$ cat config.mk
export PLATFORM = sky130hd
export DESIGN_NAME = branch_predictor_flat
export DESIGN_NICKNAME = d
export VERILOG_FILES = /design/src/rtl/bp_pkg.sv /design/src/rtl/bp_if.sv /design/src/rtl/bp_table.sv /design/src/rtl/branch_predictor.sv /design/src/flat_wrapper.sv
export SDC_FILE = /design/constraint.sdc
export NUM_CORES = 1
export LEC_CHECK = 0
export ABC_CLOCK_PERIOD_IN_PS = 5900
export CAP_MARGIN = 20
export CELL_PAD_IN_SITES_DETAIL_PLACEMENT = 1
export CELL_PAD_IN_SITES_GLOBAL_PLACEMENT = 1
export CORE_ASPECT_RATIO = 0.9
export CORE_MARGIN = 4
export CORE_UTILIZATION = 40
export DETAILED_ROUTE_END_ITERATION = 12
export PLACE_DENSITY_LB_ADDON = 0.1
export SYNTH_ARGS = -nofsm -noshare
export SYNTH_HDL_FRONTEND = slang
export SYNTH_HIERARCHICAL = 1
export SYNTH_SLANG_ARGS = --single-unit
$ cat constraint.sdc
create_clock -name clk -period 5.9 [get_ports clk]
set_input_delay 1.18 -clock clk [delete_from_list [all_inputs] [get_ports clk]]
set_output_delay 1.18 -clock clk [all_outputs]
set_load 0.02 [all_outputs]
$ cat src/rtl/bp_pkg.sv
`default_nettype none
//==============================================================================
// bp_pkg: shared counter encodings, reset value and default sizing (rev 1.0)
//==============================================================================
package bp_pkg;

  localparam int DEFAULT_INDEX_BITS = 6;
  localparam int DEFAULT_HIST_BITS  = 4;

  typedef enum logic [1:0] {
    SNT = 2'b00,
    WNT = 2'b01,
    WT  = 2'b10,
    ST  = 2'b11
  } ctr_e;

  localparam ctr_e CTR_RESET = WNT;

  // One step along SNT <-> WNT <-> WT <-> ST, holding at either end.
  function automatic ctr_e ctr_step(input ctr_e cur, input logic taken);
    case (cur)
      SNT:     return taken ? WNT : SNT;
      WNT:     return taken ? WT  : SNT;
      WT:      return taken ? ST  : WNT;
      default: return taken ? ST  : WT;
    endcase
  endfunction

endpackage
`default_nettype wire

$ cat src/rtl/bp_if.sv
`default_nettype none
//==============================================================================
// bp_if: fetch-lookup and EX-resolve signals between pipeline and predictor (rev 1.0)
//==============================================================================
interface bp_if
  import bp_pkg::*;
#(
  parameter int INDEX_BITS = DEFAULT_INDEX_BITS
) ();

  logic                  if_valid;
  logic [63:0]           if_pc;
  logic                  pred_taken;
  logic [INDEX_BITS-1:0] pred_index;
  logic                  ex_branch;
  logic [INDEX_BITS-1:0] ex_index;
  logic                  ex_pred_taken;
  logic                  ex_taken;
  logic                  branchex;
  logic                  BranchFlush;

  modport master (
    output if_valid, if_pc, ex_branch, ex_index, ex_pred_taken, ex_taken,
    input  pred_taken, pred_index, branchex, BranchFlush
  );

  modport slave (
    input  if_valid, if_pc, ex_branch, ex_index, ex_pred_taken, ex_taken,
    output pred_taken, pred_index, branchex, BranchFlush
  );

endinterface
`default_nettype wire

$ cat src/rtl/bp_table.sv
`default_nettype none
//==============================================================================
// bp_table: 2-bit counter array, async read, sync saturating update/reset (rev 1.0)
//==============================================================================
module bp_table
  import bp_pkg::*;
#(
  parameter int INDEX_BITS = DEFAULT_INDEX_BITS
) (
  input  logic                  clk,
  input  logic                  rst,
  input  logic [INDEX_BITS-1:0] rd_index,
  output ctr_e                  rd_ctr,
  input  logic                  upd_en,
  input  logic [INDEX_BITS-1:0] upd_index,
  input  logic                  upd_taken
);

  localparam int c_depth = 1 << INDEX_BITS;

  ctr_e r_ctr [c_depth];

  // Read is purely combinational, so a same-cycle update is never bypassed.
  assign rd_ctr = r_ctr[rd_index];

  always_ff @(posedge clk) begin
    if (!rst) begin
      for (int i = 0; i < c_depth; i++) begin
        r_ctr[i] <= CTR_RESET;
      end
    end else if (upd_en) begin
      r_ctr[upd_index] <= ctr_step(r_ctr[upd_index], upd_taken);
    end
  end

endmodule
`default_nettype wire

$ cat src/rtl/branch_predictor.sv
`default_nettype none
//==============================================================================
// branch_predictor: gshare direction predictor with non-speculative history (rev 1.0)
//==============================================================================
module branch_predictor
  import bp_pkg::*;
#(
  parameter int INDEX_BITS = DEFAULT_INDEX_BITS,
  parameter int HIST_BITS  = DEFAULT_HIST_BITS
) (
  input logic clk,
  input logic rst,
  bp_if.slave bus
);

  logic [HIST_BITS-1:0]  r_ghr;
  logic [INDEX_BITS-1:0] w_ghr_ext;
  logic [INDEX_BITS-1:0] w_index;
  ctr_e                  w_ctr;
  logic                  w_unused_pc;

  always_comb begin
    w_ghr_ext                 = '0;
    w_ghr_ext[HIST_BITS-1:0]  = r_ghr;
  end

  assign w_index     = bus.if_pc[INDEX_BITS+1:2] ^ w_ghr_ext;
  assign w_unused_pc = ^{bus.if_pc[63:INDEX_BITS+2], bus.if_pc[1:0]};

  assign bus.pred_index  = w_index;
  assign bus.pred_taken  = bus.if_valid & w_ctr[1];
  assign bus.branchex    = bus.ex_branch;
  assign bus.BranchFlush = bus.ex_branch & (bus.ex_taken ^ bus.ex_pred_taken);

  // History only advances on resolved branches; lookups see the old value.
  always_ff @(posedge clk) begin
    if (!rst) begin
      r_ghr <= '0;
    end else if (bus.ex_branch) begin
      r_ghr <= {r_ghr[HIST_BITS-2:0], bus.ex_taken};
    end
  end

  bp_table #(
    .INDEX_BITS (INDEX_BITS)
  ) u_table (
    .clk       (clk),
    .rst       (rst),
    .rd_index  (w_index),
    .rd_ctr    (w_ctr),
    .upd_en    (bus.ex_branch),
    .upd_index (bus.ex_index),
    .upd_taken (bus.ex_taken)
  );

endmodule
`default_nettype wire

$ cat src/flat_wrapper.sv
// flat-port wrapper written by rule: the top's interface ports become plain ports
module branch_predictor_flat import bp_pkg::*;
#(
  parameter int INDEX_BITS = DEFAULT_INDEX_BITS,
  parameter int HIST_BITS  = DEFAULT_HIST_BITS
)
  (clk, rst, bus_if_valid, bus_if_pc, bus_ex_branch, bus_ex_index, bus_ex_pred_taken, bus_ex_taken, bus_pred_taken, bus_pred_index, bus_branchex, bus_BranchFlush);
  bp_if #(.INDEX_BITS(INDEX_BITS)) bus_i ();
  input logic clk;
  input logic rst;
  input wire logic [$bits(bus_i.if_valid)-1:0] bus_if_valid;
  input wire logic [$bits(bus_i.if_pc)-1:0] bus_if_pc;
  input wire logic [$bits(bus_i.ex_branch)-1:0] bus_ex_branch;
  input wire logic [$bits(bus_i.ex_index)-1:0] bus_ex_index;
  input wire logic [$bits(bus_i.ex_pred_taken)-1:0] bus_ex_pred_taken;
  input wire logic [$bits(bus_i.ex_taken)-1:0] bus_ex_taken;
  output wire logic [$bits(bus_i.pred_taken)-1:0] bus_pred_taken;
  output wire logic [$bits(bus_i.pred_index)-1:0] bus_pred_index;
  output wire logic [$bits(bus_i.branchex)-1:0] bus_branchex;
  output wire logic [$bits(bus_i.BranchFlush)-1:0] bus_BranchFlush;
  assign bus_i.if_valid = bus_if_valid;
  assign bus_i.if_pc = bus_if_pc;
  assign bus_i.ex_branch = bus_ex_branch;
  assign bus_i.ex_index = bus_ex_index;
  assign bus_i.ex_pred_taken = bus_ex_pred_taken;
  assign bus_i.ex_taken = bus_ex_taken;
  assign bus_pred_taken = bus_i.pred_taken;
  assign bus_pred_index = bus_i.pred_index;
  assign bus_branchex = bus_i.branchex;
  assign bus_BranchFlush = bus_i.BranchFlush;
  branch_predictor #(.INDEX_BITS(INDEX_BITS), .HIST_BITS(HIST_BITS)) u_core (.clk(clk), .rst(rst), .bus(bus_i));
endmodule
=== Word level (Yosys, flattened, before mapping) ===
Memories as Yosys holds them, arrays and structs flattened.
Index checks and enable logic that the tools add are counted.

* Output and inout bits: 9
* Memories kept: 1
* Word-level logic and storage cells: 24
* Register bits after elaboration: 4
* Bits in writable memories: 128
* Bits of input ports: 76

{| class="wikitable"
|+ Memories
! memory !! depth !! width !! read ports !! clocked after memory_dff !! write ports !! line !! source
|-
| u_core.u_table.r_ctr || 64 || 2 || 2 || 0 || 64 || bp_table.sv:21 || <nowiki>ctr_e r_ctr [c_depth];</nowiki>
|}

* Mux-type cells: 14
* Reduce and logical (&&, ||, !) cells: 2
* Eq/ne operators: 2
* Bitwise logic cells: 4

{| class="wikitable"
|+ Operators by type and width
! kind !! number
|-
| $mux W2 || 5
|-
| $mux W1 || 7
|-
| $mux W6 || 1
|-
| $pmux W2 S3 || 1
|-
| $xor A6 B4 Y6 || 1
|-
| $and A1 B1 Y1 || 2
|-
| $eq A2 B1 Y1 const B || 1
|-
| $eq A2 B2 Y1 const B || 1
|-
| $logic_not A2 Y1 || 1
|-
| $reduce_or A2 Y1 || 1
|-
| $xor A1 B1 Y1 || 1
|}

=== Logic depth before layout (Yosys ltp) ===
Gate-level depths: netlist of the first run.
An unclocked memory read counts as a cell.

* Word-level depth: 6
* Depth in mapped cells: 12
* Gate-level depth less buffers: 7

=== Cells and area by module ===
Netlist of the first run, hierarchy kept.

{| class="wikitable"
|+ By module, submodules not included
! module !! area each (um^2) !! instances !! cells an instance !! seq. area each (um^2)
|-
| bp_table || 7606.0 || 1 || 671 || 3843.7
|-
| branch_predictor || 236.5 || 1 || 23 || 80.1
|}

=== Least setup slack after synthesis of the first run ===
No wires, ideal clock.

* Kind: input -> output
* From: input bus_if_pc[2]
* To: output bus_pred_taken
* Slack: 656 ps
* Data arrival time: 4064 ps
* Required time: 4720 ps
* Stages: 7
* Path buffers: 2
* Cells stage by stage: xor2_1 > clkbuf_1 > buf_1 > mux4_2 > mux4_2 > mux4_2 > and2_1

* Word-level cells in the longest chain between the ends: 3

{| class="wikitable"
|+ RTL lines
! what !! line !! source
|-
| start: declaration || flat_wrapper.sv:12 || <nowiki>input wire logic [$bits(bus_i.if_pc)-1:0] bus_if_pc;</nowiki>
|-
| $xor A6 B4 Y6 || branch_predictor.sv:27 || <nowiki>assign w_index = bus.if_pc[INDEX_BITS+1:2] ^ w_ghr_ext;</nowiki>
|-
| $mem_v2 Z64 W2 || -- ||
|-
| named net u_core.w_ctr[1] || branch_predictor.sv:19 || <nowiki>ctr_e w_ctr;</nowiki>
|-
| $and A1 B1 Y1 || branch_predictor.sv:31 || <nowiki>assign bus.pred_taken = bus.if_valid & w_ctr[1];</nowiki>
|-
| end: declaration || flat_wrapper.sv:17 || <nowiki>output wire logic [$bits(bus_i.pred_taken)-1:0] bus_pred_taken;</nowiki>
|}

The timed path passes the listed nets, and every way through them passes these cells.

=== Worst setup path after layout of the first run ===
Same ends and word-level chain as after synthesis.

==> reports/metrics.cfg, run 1 <==
[route]
top_layer_used = met4
wl_per_cell_um = 24.34
wl_met1_um = 10200
first_pass_iters = 5
dr_total_vias = 5576
drtAntennaViolNets = 0
routed-wl-met3_um = 1147
drt-total-wl_um = 22520
drtIter0Drc = 539
drc_errors = 0
met2_length_um = 10660
vias_per_cell = 6.028

[clock_network]
cts.sink_count = 132
clockBufferDepth = 2
root_buffer = clkbuf_16
clkTransAtPathRegs_ns = 0.05
cts_resized = 0
holdBufCountCts = 0
cts_buffers = 17
clock_latency_ns = 0.42
cts_setup_buffers = 0
cts_tree = built
htree_levels = 4

[worst_setup_path]
crit_required_ns = 4.72
cp_max_fo = 9
worstSetupStartpointType = input port
path_class = input port to output pin
cp-startpoint = bus_if_pc[2]
crit_path_max_incr_delay_ns = 0.58
path_buf_inv = 3
cp_common_cell = mux4_2
path_cells = clkdlybuf4s50_1, xor2_2, buf_4, mux4_2, mux4_2, mux4_2, and2_1, clkdlybuf4s50_1
r2r-start = u_core/u_table/r_ctr[27][1]$_SDFFCE_PN0P_
crit_path_top_delay_cell = mux4_2
cp_top_family = multiplexers
cp.arrival_ns = 4.36
worstSetupEndpointType = output pin

[place]
hpwl_um = 15230
gp_congestion = 0.8457
numPlacedInstances = 893
port-buffer-count = 26

[power_and_ir_drop]
powerDensity_mw_per_mm2 = 303.3
p_leak_nw = 2.758
vdd_drop_max_uv = 199.9
total_power_w = 0.002541

[global_routing]
track_usage_pct = 22.86
grt_pass1_wl_um = 34680
grt_pass1_vias = 5779
grt_max_degree = 70
grt_antenna_before_repair = 0
grt_overflow_total = 0

[sta]
setup_violations = 0
fin_crit_sh_pct = 93.88
tns_ns = 0
drv_slew = 0
clock.fmax_ghz = 0.1805
tightest_slew_ns = 0.9517
period_needed_ns = 5.539
clock_skew_ns = 0.009588
slew_headroom_pct = 36.32
hold_violations = 0
rsz0062_at_grt = no

[yosys]
syn_area_per_cell_um2 = 10.95
syn_nets = 749
yosysWarningCount = 6
synth_area_mm2 = 0.007370
synthCells = 673

[floorplan]
die-height_um = 136.8
die-area_mm2 = 0.02066
die_w_um = 151.1
io_pins = 85
initial_core_util_pct = 41.30
std_cell_rows = 46
fp.coreArea_mm2 = 0.01784

[final_layout]
drive_gt1_share_pct = 18.54
area_delta_synth_final_pct = 13.70
final_cells = 925
num_antenna_cells = 0
nets = 748
fillers = 1889

[min_path]
worstHoldStart = u_core/r_ghr[2]$_SDFFE_PN0P_
hold_class = flop to flop

[run_status]
status = completed

[run]
max_cap_viol_count = 0

## registers in the layout, summed over array words and instances (netlist names)
name                  count
u_core/r_ghr              4
u_core/u_table/r_ctr    128
## cell usage in the layout, fill, tap and decap left out, types with 3 or more instances in the layout
master / count
nand2b_1: 5
mux2i_1: 14
mux4_2: 25
o21ai_0: 16
nand3_2: 13
a21oi_1: 8
and3b_1: 4
nand2_1: 128
clkbuf_16: 17
o22ai_1: 10
clkdlybuf4s50_1: 22
and3_1: 7
buf_4: 26
bufinv_16: 5
nor3b_2: 3
nand3b_1: 6
mux2_2: 13
clkinv_1: 4
nand3_1: 57
inv_1: 7
edfxtp_1: 128
a22oi_1: 11
buf_2: 4
or3b_2: 3
xor2_1: 3
nor2b_1: 8
nor3_1: 8
and2_1: 3
nor2_1: 69
dfxtp_1: 4
a221oi_1: 9
## power by group
part | internal, W | total (W) | switching, W | leakage, nW
sequential | 0.00105 | 0.00106 | 0.0000145 | 1.18
clock | 0.000745 | 0.00115 | 0.000408 | 0.303
combinational | 0.000111 | 0.000325 | 0.000214 | 1.27
## worst min-delay path, delay by kind of cell (launching register included)
family,cells,cell delay (ns)
multiplexers,1,0.12
AND/OR/NAND/NOR,1,0.06
flip-flops,1,0.33
## per-layer routing
layer  global-route usage [%]  up-vias
met4                    6.949        0
met5                        0        -
met3                    4.801       34
met1                    31.72     2912
met2                    36.25      158
li1                         -     2472
## per-stage QoR
| stage | hold slack, ns | instance area [um2] | worst slack (ns) | util (%) |
|---|---|---|---|---|
| 6_report | 0.5564 | 8379 | 0.3610 | 46.96 |
| 3_3_place_gp | 0.5200 | 7742 | 0.3619 | 43.39 |
| 4_1_cts | 0.5599 | 8379 | 0.3633 | 46.96 |
| 2_1_floorplan | 0.5030 | 7370 | 0.9754 | - |
| 3_5_place_dp | 0.5519 | 7742 | 0.3795 | 43.39 |
| 5_1_grt | 0.5836 | 8379 | 0.2836 | 46.96 |
## area by class of cell
cell class	count	area, um2	share of cell area [%]
clock inverter	15	211.5	2.524
tap	240	300.3	3.584
multi-input combinational	462	3057	36.48
timing repair buffer	52	435.4	5.196
sequential	132	3924	46.83
clock buffer	17	425.4	5.077
inverter	7	26.28	0.3136
## worst paths after layout
kind / endpoint / slack (ns) / cells past startpoint
hold / removal: u_core/r_ghr[2]$_SDFFE_PN0P_ / 0.56 / 2
hold reg to reg: u_core/r_ghr[2]$_SDFFE_PN0P_ / 0.56 / 2
setup reg to reg: u_core/u_table/r_ctr[59][0]$_SDFFCE_PN1P_ / 2.80 / 8
setup / recovery: bus_pred_taken / 0.36 / 8
Note: power is estimated with default switching activity, not from simulation.
==> inputs of run 2 (changes only) <==
--- a/config.mk
+++ b/config.mk
@@ -18,3 +18,4 @@
 export SYNTH_HDL_FRONTEND = slang
 export SYNTH_HIERARCHICAL = 1
 export SYNTH_SLANG_ARGS = --single-unit
+export TNS_END_PERCENT = 10
==> results of run 2 <==
Final layout, timing and power as in run 1 (identical DEF).
==> inputs of run 3 (changes only) <==
--- a/config.mk
+++ b/config.mk
@@ -6,7 +6,7 @@
 export NUM_CORES = 1
 export LEC_CHECK = 0
 export ABC_CLOCK_PERIOD_IN_PS = 5900
-export CAP_MARGIN = 20
+export CAP_MARGIN = 10
 export CELL_PAD_IN_SITES_DETAIL_PLACEMENT = 1
 export CELL_PAD_IN_SITES_GLOBAL_PLACEMENT = 1
 export CORE_ASPECT_RATIO = 0.9
==> results of run 3 <==
Final layout, timing and power as in run 1 (identical DEF).
